**src/rtl/branch_target_buffer.sv**
```systemverilog
// rtl/branch_target_buffer.sv - fully associative branch target buffer with saturating direction counters
//
// Purpose: FETCH looks up f_pc against all valid tags and returns a registered
// target/taken prediction one cycle later. DECODE allocates newly seen branches
// (lowest invalid entry first, otherwise round-robin). EXEC trains the entry
// whose tag matches the resolved branch PC.
//
// Optional feature: define BP_PERF_COUNTERS_EN to add lookup/hit/mispredict counters.
//
// Ports:
//   clk              clock, all state updates on rising edge
//   reset            asynchronous active-high reset
//   f_pc             FETCH lookup address
//   f_predict_addr   registered predicted target (0 on miss)
//   f_predict_valid  registered hit-and-predict-taken
//   d_is_branch      DECODE instruction is a branch
//   d_pc             PC of decoded branch
//   d_target_addr    decoded branch target
//   x_valid          EXEC resolution valid
//   x_pc             PC of resolved branch
//   x_taken          branch actually taken
//   x_target_addr    resolved target
//   perf_lookups     (BP_PERF_COUNTERS_EN) cycles counted, saturating
//   perf_hits        (BP_PERF_COUNTERS_EN) FETCH hits, saturating
//   perf_mispredicts (BP_PERF_COUNTERS_EN) direction/target mispredicts, saturating
module branch_target_buffer #(
  parameter int ENTRIES  = 8,
  parameter int ADDR_W   = 32,
  parameter int CTR_W    = 2,
  parameter int INIT_CTR = 1
) (
  input  logic              clk,
  input  logic              reset,
  input  logic [ADDR_W-1:0] f_pc,
  output logic [ADDR_W-1:0] f_predict_addr,
  output logic              f_predict_valid,
  input  logic              d_is_branch,
  input  logic [ADDR_W-1:0] d_pc,
  input  logic [ADDR_W-1:0] d_target_addr,
  input  logic              x_valid,
  input  logic [ADDR_W-1:0] x_pc,
  input  logic              x_taken,
  input  logic [ADDR_W-1:0] x_target_addr
`ifdef BP_PERF_COUNTERS_EN
  ,
  output logic [31:0]       perf_lookups,
  output logic [31:0]       perf_hits,
  output logic [31:0]       perf_mispredicts
`endif
);

  localparam int IDX_W = (ENTRIES > 1) ? $clog2(ENTRIES) : 1;
  localparam logic [CTR_W-1:0] CTR_MAX  = '1;
  localparam logic [CTR_W-1:0] CTR_INIT = CTR_W'(INIT_CTR);

  logic [ADDR_W-1:0] tag_q [ENTRIES];
  logic [ADDR_W-1:0] tgt_q [ENTRIES];
  logic [CTR_W-1:0]  ctr_q [ENTRIES];
  logic [ENTRIES-1:0] valid_q;
  logic [IDX_W-1:0]   ptr_q;

  logic             f_hit, d_hit, x_hit, free_any;
  logic [IDX_W-1:0] f_idx, x_idx, free_idx, victim;
  logic             alloc_en, train_en;

  // Tag match on all ports; the free-slot scan runs high-to-low so the
  // lowest invalid index is the one left standing.
  always_comb begin
    f_hit    = 1'b0;
    f_idx    = '0;
    d_hit    = 1'b0;
    x_hit    = 1'b0;
    x_idx    = '0;
    free_any = 1'b0;
    free_idx = '0;
    for (int i = ENTRIES - 1; i >= 0; i--) begin
      if (!valid_q[i]) begin
        free_any = 1'b1;
        free_idx = IDX_W'(i);
      end
      if (valid_q[i] && tag_q[i] == f_pc) begin
        f_hit = 1'b1;
        f_idx = IDX_W'(i);
      end
      if (valid_q[i] && tag_q[i] == d_pc) begin
        d_hit = 1'b1;
      end
      if (valid_q[i] && tag_q[i] == x_pc) begin
        x_hit = 1'b1;
        x_idx = IDX_W'(i);
      end
    end
  end

  assign victim   = free_any ? free_idx : ptr_q;
  assign alloc_en = d_is_branch && !d_hit;
  // Allocation owns the victim entry this cycle; training it would corrupt
  // the freshly installed branch.
  assign train_en = x_valid && x_hit && !(alloc_en && victim == x_idx);

  always_ff @(posedge clk or posedge reset) begin
    if (reset) begin
      valid_q         <= '0;
      ptr_q           <= '0;
      f_predict_addr  <= '0;
      f_predict_valid <= 1'b0;
      for (int i = 0; i < ENTRIES; i++) ctr_q[i] <= CTR_INIT;
    end else begin
      f_predict_addr  <= f_hit ? tgt_q[f_idx] : '0;
      f_predict_valid <= f_hit && ctr_q[f_idx][CTR_W-1];
      if (train_en) begin
        if (x_taken) begin
          if (ctr_q[x_idx] != CTR_MAX) ctr_q[x_idx] <= ctr_q[x_idx] + 1'b1;
        end else begin
          if (ctr_q[x_idx] != '0) ctr_q[x_idx] <= ctr_q[x_idx] - 1'b1;
        end
      end
      if (alloc_en) begin
        valid_q[victim] <= 1'b1;
        ctr_q[victim]   <= CTR_INIT;
        if (!free_any) ptr_q <= ptr_q + 1'b1;
      end
    end
  end

  // Tags and targets carry no reset: an entry is ignored until its valid bit is set.
  always_ff @(posedge clk) begin
    if (alloc_en) begin
      tag_q[victim] <= d_pc;
      tgt_q[victim] <= d_target_addr;
    end
    if (train_en && x_taken) tgt_q[x_idx] <= x_target_addr;
  end

`ifdef BP_PERF_COUNTERS_EN
  logic pred_dir, mispredict;
  // A miss predicts not-taken; a taken prediction also needs the right target.
  assign pred_dir   = x_hit && ctr_q[x_idx][CTR_W-1];
  assign mispredict = x_valid && ((pred_dir != x_taken) ||
                                  (pred_dir && tgt_q[x_idx] != x_target_addr));

  always_ff @(posedge clk or posedge reset) begin
    if (reset) begin
      perf_lookups     <= '0;
      perf_hits        <= '0;
      perf_mispredicts <= '0;
    end else begin
      if (perf_lookups != '1) perf_lookups <= perf_lookups + 1'b1;
      if (f_hit && perf_hits != '1) perf_hits <= perf_hits + 1'b1;
      if (mispredict && perf_mispredicts != '1) perf_mispredicts <= perf_mispredicts + 1'b1;
    end
  end
`endif

endmodule

```
**config.mk**
```make
export PLATFORM = sky130hd
export DESIGN_NAME = branch_target_buffer
export DESIGN_NICKNAME = d
export VERILOG_FILES = /design/src/rtl/branch_target_buffer.sv
export SDC_FILE = /design/constraint.sdc
export NUM_CORES = 2
export LEC_CHECK = 0
export CORE_MARGIN = 4
export CORE_UTILIZATION = 35
export DETAILED_ROUTE_END_ITERATION = 16
export PLACE_DENSITY_LB_ADDON = 0.2
export SLEW_MARGIN = 20
export SYNTH_ARGS = -nofsm -noshare
export SYNTH_HDL_FRONTEND = slang
export SYNTH_SLANG_ARGS = --single-unit
```
**constraint.sdc**
```tcl
create_clock -name clk -period 5.5 [get_ports clk]
set_input_delay 1.65 -clock clk [delete_from_list [all_inputs] [get_ports clk]]
set_output_delay 1.65 -clock clk [all_outputs]
set_load 0.01 [all_outputs]
```
==> results.md <==
Global route:
- The all-layer global routing usage is 0.310.
- The global routing stage identified its most utilized layer as met2.
- Entering global routing, the biggest net connects 51 pins.
- For this run, global-route usage on met1 was measured as 0.441.
- The global-route met2 utilization is 0.472.
- The initial antenna violation count is 6.
- The number of global-route vias before repair is 27.4k.
- The global-route wire length before repair is 221000 um.
- After global routing the overflow that remains totals 0.
- In the global route stage, met3 resource usage came out at 0.0551.

Die:
- The floorplan has 113 rows.
- The floorplan step defined a die boundary enclosing 101000 sq um.
- The effective utilization at floorplan is 0.353.
- In this run the vertical extent of the chip is 318 um.
- The number of primary I/O pins is 198.
- The die width is 318 um.
- The core region area is 95200 sq um.

Power and ir drop:
- The worst voltage drop across the vdd grid is 272 uV.
- Of the total power, registers draw 0.397.
- Dividing total power by cell area gives a power density of 437 nW/um^2.
- The combinational group share of total power is 0.365.
- Of the total power, the share spent switching nets is 0.384.
- The fraction of power consumed by the clock network is 0.237.
- The internal power of the cells totals 0.0124 W.
- The reported leakage power is 16.6 nW.
- The net switching power figure is 0.00773 W.

Clock network:
- TritonCTS built the clock tree.
- TritonCTS created 72 clock buffers.
- The later pin in the worst-skew pair is clocked with a latency of 660 ps.
- The number of clock sinks is 572.
- The depth of the CTS H-tree is 3.
- No sink is reached through more buffers than the 3 on the longest clock path.
- The clock tree root driver cell is sky130_fd_sc_hd__clkbuf_16.
- The clock-pin slew reported for the worst setup and hold paths after clock tree synthesis is 60 ps.
- Hold repair after CTS inserted 0 buffers.

Placement:
- The placer's final routability congestion estimate is 1.01.
- The port buffer count is 197.
- The post-detailed-placement half-perimeter wirelength is 122000 um.

Logic synthesis:
- The area share of the largest cell type after synthesis is 0.458.
- The count of yosys warnings during synthesis is 0.
- Yosys attributes the largest share of cell area to sky130_fd_sc_hd__edfxtp_1 (46%), sky130_fd_sc_hd__xor2_1 (12%), sky130_fd_sc_hd__xnor2_1 (8.0%).
- The post-synthesis cell type count is 76.
- The post-synthesis compound-gate area fraction was 0.0412.
- Counting flops with a built-in enable in the synthesized netlist gives 512.
- The mean instance size in the synthesized netlist is 12.5 sq um.
- The mapped netlist covers 33600 sq um.
- For this run, asynchronously set or reset flops after synthesis account for 0.105.
- Among all flip-flop cells after synthesis, the most frequent one is sky130_fd_sc_hd__edfxtp_1.
- Of the synthesized area, sequential elements account for 0.503.
- The dominant combinational cell family by area after synthesis is XOR/XNOR gates.
- The commonest cells after synthesis are sky130_fd_sc_hd__edfxtp_1 (512), sky130_fd_sc_hd__xor2_1 (460), sky130_fd_sc_hd__xnor2_1 (305).
- The simple-gate portion of the synthesized area is 0.109.
- Synthesis inferred 572 register bits.
- The share of synthesized cell area in full adder, half adder and majority cells is 0.00112.
- The net count of the mapped netlist is 2855.
- The number of standard cells after synthesis is 2687.
- The biggest area consumer among synthesized cells is sky130_fd_sc_hd__edfxtp_1.
- The most used standard cell by instance count after synthesis is sky130_fd_sc_hd__edfxtp_1.
- The xor-xnor portion of the synthesized cell area is 0.200.
- Measured against the total synthesized area, the mux share comes to 0.120.

Setup path:
- The maximum fanout count along the critical path is 19.
- The worst setup path is of the in2reg kind.
- The worst setup path is launched from an input port.
- The slack of the worst reg-to-reg path is 940 ps.
- The worst setup path is captured at a register.
- The required time reported for the critical path endpoint is 5970 ps.
- The critical path data arrival time is 6040 ps.

STA:
- Setup repair after global routing left no endpoint under its margin.
- The count of final setup violators is 4.
- The clock period minus worst slack is 5570 ps.
- The sum of negative setup slack is -125 ps.
- Based on the critical path, the design can be clocked at up to 179 MHz.
- Across the routed clock network, the largest skew measured is 34.3 ps.
- The final-report max-slew violation count was 0.
- Dividing the final minimum period by the clock period gives 1.01.
- The total count of hold-check failures in the final report is 0.
- The pin slew with the least headroom to its limit is 1170 ps.
- Once routing completed, OpenROAD measured the worst setup slack at -71.8 ps.
- Headroom to the max-slew limit came out at 0.218.

Detailed routing:
- Dividing the detail-routed wire length by the instance count gives 34.0 um.
- The number of vias per cell is 5.76.
- The detailed router finished its first iteration with 3057 violations.
- The wire length reported by the detailed router is 162000 um.
- In the routed design, unresolved DRC markers number 0.
- The routed layout has 27.4k vias.
- The number of search-and-repair iterations in the first detailed-routing pass is 6.
- Once detail routing completed, the nets flagged for antenna violations numbered 0.

Outcome:
- The final reports fail on negative setup slack.
- The run finished, with violations left.

Cells and area:
- The core occupancy in the finished layout is 0.484.
- The proportion of layout cells with a drive suffix above 1 is 0.328.
- For this run, the post-layout net count is 3603.
- The layout has 8554 filler cells.
- The post-synthesis to final-layout area growth is 37.2%.

Job:
- The number of maximum-capacitance violations is 0.

Worst hold path:
- The type of the worst min-delay path is reg2reg.
final timing paths:
| kind | from | to | depth (start not counted) |
|---|---|---|---|
| max in group asynchronous | reset | ctr_q[8]$_DFF_PP1_ | 3 |
| setup reg to reg | tag_q[7][29]$_DFFE_PP_ | ctr_q[7]$_DFF_PP0_ | 17 |
| hold reg to reg | ptr_q[2]$_DFFE_PP0P_ | ptr_q[2]$_DFFE_PP0P_ | 1 |
| setup / recovery | f_pc[26] | f_predict_valid$_DFF_PP0_ | 14 |
| min in group asynchronous | reset | valid_q[6]$_DFFE_PP0N_ | 2 |
| hold / removal | ptr_q[2]$_DFFE_PP0P_ | ptr_q[2]$_DFFE_PP0P_ | 1 |
cell families (layout without fill, tap and decap cells):
kind of cell | Yosys count | in the layout
compound gates | 178 | 178
xor+xnor | 766 | 766
fa+ha+maj | 3 | 3
buf+inv | 186 | 991
flops | 572 | 572
mux | 360 | 360
other cells | 0 | 3
simple gates | 622 | 622
critical path, stage by stage:
cell and delay, ps:
sky130_fd_sc_hd__clkdlybuf4s50_1 830, sky130_fd_sc_hd__xor2_1 190, sky130_fd_sc_hd__nor4_1 250, sky130_fd_sc_hd__nor4b_1 340, sky130_fd_sc_hd__nand4_1 140, sky130_fd_sc_hd__nor4_1 760, sky130_fd_sc_hd__buf_4 290, sky130_fd_sc_hd__o32ai_1 270
sky130_fd_sc_hd__a32oi_4 310, sky130_fd_sc_hd__buf_12 200, sky130_fd_sc_hd__buf_12 200, sky130_fd_sc_hd__mux2i_1 240, sky130_fd_sc_hd__o22a_1 170, sky130_fd_sc_hd__o221ai_1 170
cell usage in the layout, fill, tap and decap left out, types with 48 or more instances in the layout:
cell type	count
sky130_fd_sc_hd__edfxtp_1	512
sky130_fd_sc_hd__buf_4	491
sky130_fd_sc_hd__xor2_1	448
sky130_fd_sc_hd__xnor2_1	287
sky130_fd_sc_hd__mux2_2	226
sky130_fd_sc_hd__clkdlybuf4s50_1	168
sky130_fd_sc_hd__nor4_1	163
sky130_fd_sc_hd__buf_12	136
sky130_fd_sc_hd__nand4_1	115
sky130_fd_sc_hd__mux2i_1	101
sky130_fd_sc_hd__clkbuf_16	73
sky130_fd_sc_hd__nor2_1	65
sky130_fd_sc_hd__dfrtp_1	52
sky130_fd_sc_hd__nand2_1	48
power groups by stage:
| stage | logic [W] | clock network [W] | registers, W |
|---|---|---|---|
| after floorplan | 0.00336 | 0 | 0.00754 |
| after global placement | 0.00710 | 0 | 0.00798 |
| after detailed placement | 0.00707 | 0 | 0.00801 |
| after CTS | 0.00714 | 0.00486 | 0.00794 |
| after global routing | 0.00768 | 0.00503 | 0.00809 |
| final | 0.00736 | 0.00478 | 0.00801 |
registers in the layout (all words and copies together), names as in the netlist:
signal,count
valid_q,8
f_predict_valid,1
ctr_q,16
ptr_q,3
f_predict_addr,32
tgt_q,256
tag_q,256
routing by layer:
metal | part of all wire | vias up | wire [um]
met2 | 0.43 | 1487 | 70300
met3 | 0.085 | 344 | 13700
li1 | - | 11500 | -
met4 | 0.047 | 6 | 7660
met1 | 0.43 | 14000 | 70300
met5 | 0.00014 | - | 23
area by class of cell:
| type | instances | area, sq um | area share |
|---|---|---|---|
| inverter | 21 | 80.1 | 0.00174 |
| clock inverter | 34 | 378 | 0.00820 |
| clock buffer | 97 | 1980 | 0.0429 |
| tap | 1265 | 1580 | 0.0343 |
| timing repair buffer | 839 | 8580 | 0.186 |
| sequential | 572 | 16900 | 0.366 |
| antenna | 3 | 7.51 | 0.000163 |
| multi-input combinational | 1929 | 16600 | 0.360 |
through the flow:
stage | power [W] | instances | hold WS (ps) | instance area (sq um) | setup WS [ps]
2_1_floorplan | 0.0109 | 2687 | 445 | 33600 | 109
3_3_place_gp | 0.0151 | 4610 | 473 | 42800 | -1130
3_5_place_dp | 0.0151 | 4610 | 484 | 42800 | -1140
4_1_cts | 0.0199 | 4742 | 496 | 45400 | 10.4
5_1_grt | 0.0208 | 4757 | 538 | 46100 | 15.2
6_report | 0.0202 | 4760 | 501 | 46100 | -71.8
what timing repair did:
action | in CTS | in global routing
pin swaps | 5 | 55
resized for setup | 40 | 128
endpoints found under the setup margin | 525 | 444
setup buffers | 1 | 15
(Power assumes the default switching activity.)
